[src/rtl/addsub_pkg.sv]
// Shared definitions for the add/subtract arbiter: FSM encoding, operation codes
// and the default datapath width.
package addsub_pkg;

    localparam int ADDSUB_WIDTH = 8;

    typedef enum logic [1:0] {
        S_IDLE  = 2'd0,
        S_ISSUE = 2'd1,
        S_RESP  = 2'd2
    } state_t;

    localparam logic OP_ADD = 1'b0;
    localparam logic OP_SUB = 1'b1;

endpackage

[src/rtl/addsub_arbiter_rr_pick2.sv]
// Two-way round-robin selector. gnt = 0 selects requester 0, 1 selects requester 1;
// the pointer rr only matters when both requesters are valid.
module rr_pick2 (
    input  logic v0,
    input  logic v1,
    input  logic rr,
    output logic gnt,
    output logic any
);

    assign gnt = (v0 && v1) ? rr : v1;
    assign any = v0 | v1;

endmodule

[src/rtl/addsub_arbiter.sv]
// Shares one external subtract/add unit between two requesters: IDLE accepts a request,
// ISSUE lets the unit settle and captures its result, RESP holds it until consumed.
module addsub_arbiter
    import addsub_pkg::*;
#(
    parameter int WIDTH = ADDSUB_WIDTH
) (
    input  logic             clk,
    input  logic             rst_n,
    input  logic             req0_valid,
    input  logic             req1_valid,
    output logic             req0_ready,
    output logic             req1_ready,
    input  logic [WIDTH-1:0] req0_a,
    input  logic [WIDTH-1:0] req0_b,
    input  logic [WIDTH-1:0] req1_a,
    input  logic [WIDTH-1:0] req1_b,
    input  logic             req0_sub,
    input  logic             req1_sub,
    input  logic             req0_bcin,
    input  logic             req1_bcin,
    output logic             rsp0_valid,
    output logic             rsp1_valid,
    input  logic             rsp0_ready,
    input  logic             rsp1_ready,
    output logic [WIDTH-1:0] rsp_result,
    output logic             rsp_bcout,
    output logic [WIDTH-1:0] au_a,
    output logic [WIDTH-1:0] au_b,
    output logic             au_bcin,
    output logic             au_sub_add,
    input  logic [WIDTH-1:0] au_d_s,
    input  logic             au_bcout,
    output logic [1:0]       dbg_state
);

    // Handshakes: a transfer happens on a rising edge where valid and ready are both high.
    // reqN_ready is combinational from reqN_valid in IDLE; rspN_valid is registered and
    // held together with rsp_result/rsp_bcout until rspN_ready is seen.

    state_t           r_state;
    state_t           w_state_nxt;
    logic             r_rr;
    logic             r_owner;
    logic [WIDTH-1:0] r_a;
    logic [WIDTH-1:0] r_b;
    logic             r_sub;
    logic             r_bcin;
    logic [WIDTH-1:0] r_result;
    logic             r_bcout;
    logic             r_rsp0_valid;
    logic             r_rsp1_valid;

    logic             w_gnt;
    logic             w_any;
    logic             w_accept;
    logic             w_req0_ready;
    logic             w_req1_ready;
    logic             w_rsp_hs;

    rr_pick2 u_pick (
        .v0  (req0_valid),
        .v1  (req1_valid),
        .rr  (r_rr),
        .gnt (w_gnt),
        .any (w_any)
    );

    assign w_rsp_hs = r_owner ? (r_rsp1_valid && rsp1_ready)
                              : (r_rsp0_valid && rsp0_ready);

    always_comb begin
        w_state_nxt  = r_state;
        w_accept     = 1'b0;
        w_req0_ready = 1'b0;
        w_req1_ready = 1'b0;
        case (r_state)
            S_IDLE: begin
                if (w_any) begin
                    w_accept     = 1'b1;
                    w_req0_ready = ~w_gnt;
                    w_req1_ready = w_gnt;
                    w_state_nxt  = S_ISSUE;
                end
            end
            S_ISSUE: w_state_nxt = S_RESP;
            S_RESP: begin
                if (w_rsp_hs) w_state_nxt = S_IDLE;
            end
            default: w_state_nxt = S_IDLE;
        endcase
    end

    always_ff @(posedge clk or negedge rst_n) begin
        if (!rst_n) begin
            r_state      <= S_IDLE;
            r_rr         <= 1'b0;
            r_owner      <= 1'b0;
            r_a          <= '0;
            r_b          <= '0;
            r_sub        <= OP_ADD;
            r_bcin       <= 1'b0;
            r_result     <= '0;
            r_bcout      <= 1'b0;
            r_rsp0_valid <= 1'b0;
            r_rsp1_valid <= 1'b0;
        end else begin
            r_state <= w_state_nxt;
            if (w_accept) begin
                r_owner <= w_gnt;
                r_a     <= w_gnt ? req1_a    : req0_a;
                r_b     <= w_gnt ? req1_b    : req0_b;
                r_sub   <= w_gnt ? req1_sub  : req0_sub;
                r_bcin  <= w_gnt ? req1_bcin : req0_bcin;
            end
            if (r_state == S_ISSUE) begin
                r_result     <= au_d_s;
                r_bcout      <= au_bcout;
                r_rsp0_valid <= ~r_owner;
                r_rsp1_valid <= r_owner;
            end
            if (r_state == S_RESP && w_rsp_hs) begin
                r_rsp0_valid <= 1'b0;
                r_rsp1_valid <= 1'b0;
                r_rr         <= ~r_owner;
            end
        end
    end

    assign req0_ready = w_req0_ready;
    assign req1_ready = w_req1_ready;
    assign rsp0_valid = r_rsp0_valid;
    assign rsp1_valid = r_rsp1_valid;
    assign rsp_result = r_result;
    assign rsp_bcout  = r_bcout;
    assign au_a       = r_a;
    assign au_b       = r_b;
    assign au_bcin    = r_bcin;
    assign au_sub_add = r_sub;
    assign dbg_state  = r_state;

endmodule

[config.mk]
export PLATFORM = sky130hd
export DESIGN_NAME = addsub_arbiter
export DESIGN_NICKNAME = d
export VERILOG_FILES = /design/src/rtl/addsub_pkg.sv /design/src/rtl/addsub_arbiter_rr_pick2.sv /design/src/rtl/addsub_arbiter.sv
export SDC_FILE = /design/constraint.sdc
export NUM_CORES = 1
export LEC_CHECK = 0
export CAP_MARGIN = 20
export CORE_MARGIN = 4
export CORE_UTILIZATION = 39
export CTS_CLUSTER_SIZE = 12
export DETAILED_ROUTE_END_ITERATION = 16
export PLACE_DENSITY = 0.89
export SLEW_MARGIN = 0
export SYNTH_ARGS = -nofsm -noshare
export SYNTH_HDL_FRONTEND = slang
export SYNTH_SLANG_ARGS = --single-unit
[constraint.sdc]
create_clock -name clk -period 1.7 [get_ports clk]
set_input_delay 0.255 -clock clk [delete_from_list [all_inputs] [get_ports clk]]
set_output_delay 0.255 -clock clk [all_outputs]
set_load 0.03 [all_outputs]
# ---- Word level (Yosys, flattened, before mapping)
# Index checks and enable logic that the tools add are counted.
dict set report op_classes {
  eq_ne 4
  n_mux 19
  bitwise_logic 3
  n_reduce_logical 7
}
# operator n
set op_table {}
lappend op_table {{8-bit 2-to-1 mux} 2}
lappend op_table {{1-bit 2-to-1 mux} 14}
lappend op_table {{2-bit one-hot mux with 3 select lines} 1}
lappend op_table {{1-bit logical AND} 4}
lappend op_table {{2-bit 2-to-1 mux} 2}
lappend op_table {{2-bit by 1-bit == test with 1-bit output (second input constant)} 1}
lappend op_table {{2-bit == test (second input constant)} 1}
lappend op_table {{2-bit logical NOT} 1}
lappend op_table {{2-bit by 1-bit inequality test with 1-bit output (second input constant)} 1}
lappend op_table {{2-bit inequality test (second input constant)} 1}
lappend op_table {{1-bit inverter} 2}
lappend op_table {{2-bit AND reduction} 1}
lappend op_table {{2-bit nonzero test} 1}
lappend op_table {{1-bit OR} 1}
dict set report totals {
  ff_bits 33
  inputBits 51
  output_inout_bits 33
  wordCells 44
}

# ---- Longest topological paths before layout
dict set report depth {
  ltp_word 5
  ltp_mapped 6
  mapped_depth_nobuf 4
}

# ---- Hierarchy
# From an unflattened synthesis, not the netlist that was laid out.
dict set report hier_totals {
  hier_cells 126
  area_unflattened_um2 1443.9
}
# mod instances cells_each area_per_inst_um2 seq_area_each_um2
set by_module_without_submodules {}
lappend by_module_without_submodules {addsub_arbiter 1 123 1426.4 825.8}
lappend by_module_without_submodules {rr_pick2 1 3 17.5 0.0}

# ---- Worst setup path after synthesis
# No wires, ideal clock.
dict set report synth_path {
  path_type {reg2out}
  from {reg r_state[1], in the netlist dbg_state[1]}
  to {out req0_ready}
  arrival_time_ps 1281
  required_ps 1445
  slack_ps 164
  path_stages_with_launch 4
  path_buffers 0
  path_cell_list {dfrtp_1 > nor2_2 > nand2_4 > a21oi_1}
}
dict set report synth_between {
  elab_chain_cells 2
}
# element line
set synth_rtl {}
lappend synth_rtl {{start: declaration} addsub_arbiter.sv:41} ;# state_t r_state;
lappend synth_rtl {{start signal: assignment} addsub_arbiter.sv:108} ;# r_state <= w_state_nxt;
lappend synth_rtl {{2-bit logical NOT} addsub_arbiter.sv:77} ;# case (r_state)
lappend synth_rtl {{1-bit 2-to-1 mux} addsub_arbiter.sv:77}
lappend synth_rtl {{end: declaration} addsub_arbiter.sv:12} ;# output logic req0_ready,
# Every way passes these cells.

# ---- Final worst setup path
# Ends and elaborated chain as after synthesis.

==> results.cfg <==
[status]
status = finished clean

[clock_tree]
cts_buffers = 5
cts_tree = yes
cts_setup_buffers = 0
clk_latency_ps = 280
cts.path.max_buffers = 2
clkTransAtPathRegs_ps = 70
htree_num_levels = 2
cts_root_buf = clkbuf_8
cts.sink_count = 33

[grt]
grt-ovfl-total = 0
grt_start_max_net_pins = 34
antenna_found_initial = 0
grt_pass1_wl_um = 7160
grt_pass1_vias = 1614
track_usage_pct = 17.8

[logic_synthesis]
synth_nets = 203
ys_top_cells_by_area = dfrtp_1 52%, a31oi_2 7.1%, a21oi_1 6.9%
avgSynthCellArea_um2 = 10.4
syn_inst = 152
netlist.area_leader.share_pct = 52.0
synth.distinct_cells = 28
synthesis.area_um2 = 1590
yosysWarnings = 0
ys_seq_area_share_pct = 52.0
ys_ff_latch = 33
synth_top_cell_by_area = dfrtp_1

[place]
portBuffers = 83
post-dp-hpwl_um = 3400
gp_congestion = 0.806
place_inst = 280

[setup_path]
cp_slowest_cell = dfrtp_1
worst_ep_required_time_ps = 1440
rr_startpoint = dbg_state[1]
worstPathMaxFanout = 5
ff2ff_path_depth = 2
max_stage_delay_ps = 450
path_cells = nor2_4, nand2_4, a21oi_1, buf_12
critPathKind = flip-flop to output port
rrSetupSlack_ps = 230
cp-end-kind = output port
reg2reg_to = rsp_result[1]
crit_arrival_ps = 1360
start_kind = flip-flop

[detailed_routing]
drt_iter0_markers = 93
postRouteAntennaNets = 0
routedWlPerCell_um = 15.7
vias_per_cell = 5.38
vias = 1549
drc = 0
drt-pass1-iter-count = 5
wirelength_um = 4530

[timing]
hold_violations = 0
period_minus_slack_ps = 1610
final_max_slew_viol_count = 0
slew_headroom_pct = 62.5
max_freq_mhz = 619
rsz0062_at_grt = false
finalCritPeriodShare_pct = 95.0
worst_pin_slew_ps = 563
setup_viol = 0
fin_skew_ps = 4.31

[finish]
layout.nets = 290
final_common_cell = clkdlybuf4s50_1
drive_gt1_share_pct = 13.8
fin_cells = 288
layout_common_cells = 79 x clkdlybuf4s50_1, 33 x dfrtp_1, 22 x a21oi_1
area_delta_synth_final_pct = 64.0
antenna_cells = 0

[pwr]
power.total_mw = 5.09
power_density_nw_per_um2 = 1950
peakVddDrop_mv = 0.827
cellLeakagePower_nw = 1.05

[floorplan]
die_area_um2 = 5160
initial_core_util_pct = 41.8
io-pin-count = 84
num_rows = 22
core_area_um2 = 3800
die_h_um = 71.8
die_w_um = 71.8

[worst_hold_path]
hold_class = input port to asynchronous set/reset pin

[run]
drv_cap = 0
==> metal layers <==
layer  vias up  share of wire, %  global-route usage (%)  wire, µm
li1        732                 -                       -         -
met2        65                52                    33.3      2360
met5         -                 0                       0         0
met3         8               7.0                    4.35       318
met4         0               2.3                    7.10       103
met1       744                39                    19.1      1750
==> synthesized netlist by cell type <==
cell and n:
buf_2 4, buf_6 2, o22ai_1 1, buf_4 2, a21oi_1 22, mux2_1 7, and2b_1 1, inv_4 1
a211oi_1 1, dfrtp_1 33, nand2_1 1, and3_1 1, nand3b_1 1, o21ai_0 19, a31oi_1 9, inv_1 3
nor3_1 1, a31oi_2 9, a21o_1 1, nor2_1 1, nand3_1 19, nor2_2 1, mux2_2 2, inv_2 1
nand2_4 1, clkbuf_1 4, nand2b_1 3, or2_1 1
==> report_power, final <==
| group | internal (mW) | total [mW] | leakage [nW] | switching, mW |
|---|---|---|---|---|
| sequential | 1.19 | 1.45 | 0.378 | 0.258 |
| combinational | 1.25 | 2.88 | 0.615 | 1.63 |
| clock | 0.478 | 0.758 | 0.0585 | 0.280 |
| total | 2.92 | 5.09 | 1.05 | 2.16 |
==> logic make-up after synthesis <==
kind of cell    synth area share (%)
compound gates                  24.9
flops                           52.0
simple gates                    10.8
buf+inv                         5.91
mux                             6.38
==> worst max path at each step <==
stage / startpoint / end / slack (ps) / depth (start not counted)
after floorplan: dbg_state[1] / req0_ready / 160 / 3
after global placement: req1_valid / au_a[2] / 40 / 5
after detailed placement: req1_valid / au_a[7] / -9 / 5
after CTS: dbg_state[1] / req0_ready / 20 / 4
after global routing: dbg_state[1] / req0_ready / 6 / 4
final: dbg_state[1] / req0_ready / 90 / 4
==> sequential cells by signal, summed over array words and instances, names as in the netlist <==
name,flops
au_a,8
r_rr,1
rsp1_valid,1
rsp_bcout,1
au_sub_add,1
rsp0_valid,1
r_owner,1
rsp_result,8
au_b,8
au_bcin,1
dbg_state,2
==> cell type report <==
class	instances	area (µm²)
fill	296	1190
clock buffer	7	86.3
timing repair buffer	92	907
tap	48	60.1
sequential	33	826
inverter	5	21.3
multi-input combinational	102	673
clock inverter	1	30.0
==> critical path: cells and delay by family, from the launching register on <==
family	cells	cell delay, ps
AND/OR/NAND/NOR	2	260
AO/OA/AOI/OAI	1	210
buffers and inverters	1	160
flip-flops	1	450
==> timing repair <==
| item | in CTS | in global routing |
|---|---|---|
| setup endpoints to repair | 1 | 3 |
| hold buffers | 0 | 0 |
| resized for setup | 1 | 2 |
==> stage by stage <==
| stage | setup TNS [ps] | area, µm² | hold slack, ps | setup slack [ps] | utilization (%) |
|---|---|---|---|---|---|
| finish | 0 | 2600 | 378 | 85.3 | 68.5 |
| global placement | 0 | 2480 | 474 | 39.0 | 65.3 |
| CTS | 0 | 2600 | 396 | 22.2 | 68.3 |
| detailed placement | -9.43 | 2480 | 482 | -9.43 | 65.3 |
| global route | 0 | 2600 | 421 | 6.18 | 68.5 |
| floorplan | 0 | 1590 | -40.6 | 164 | - |
(Power assumes the default switching activity.)
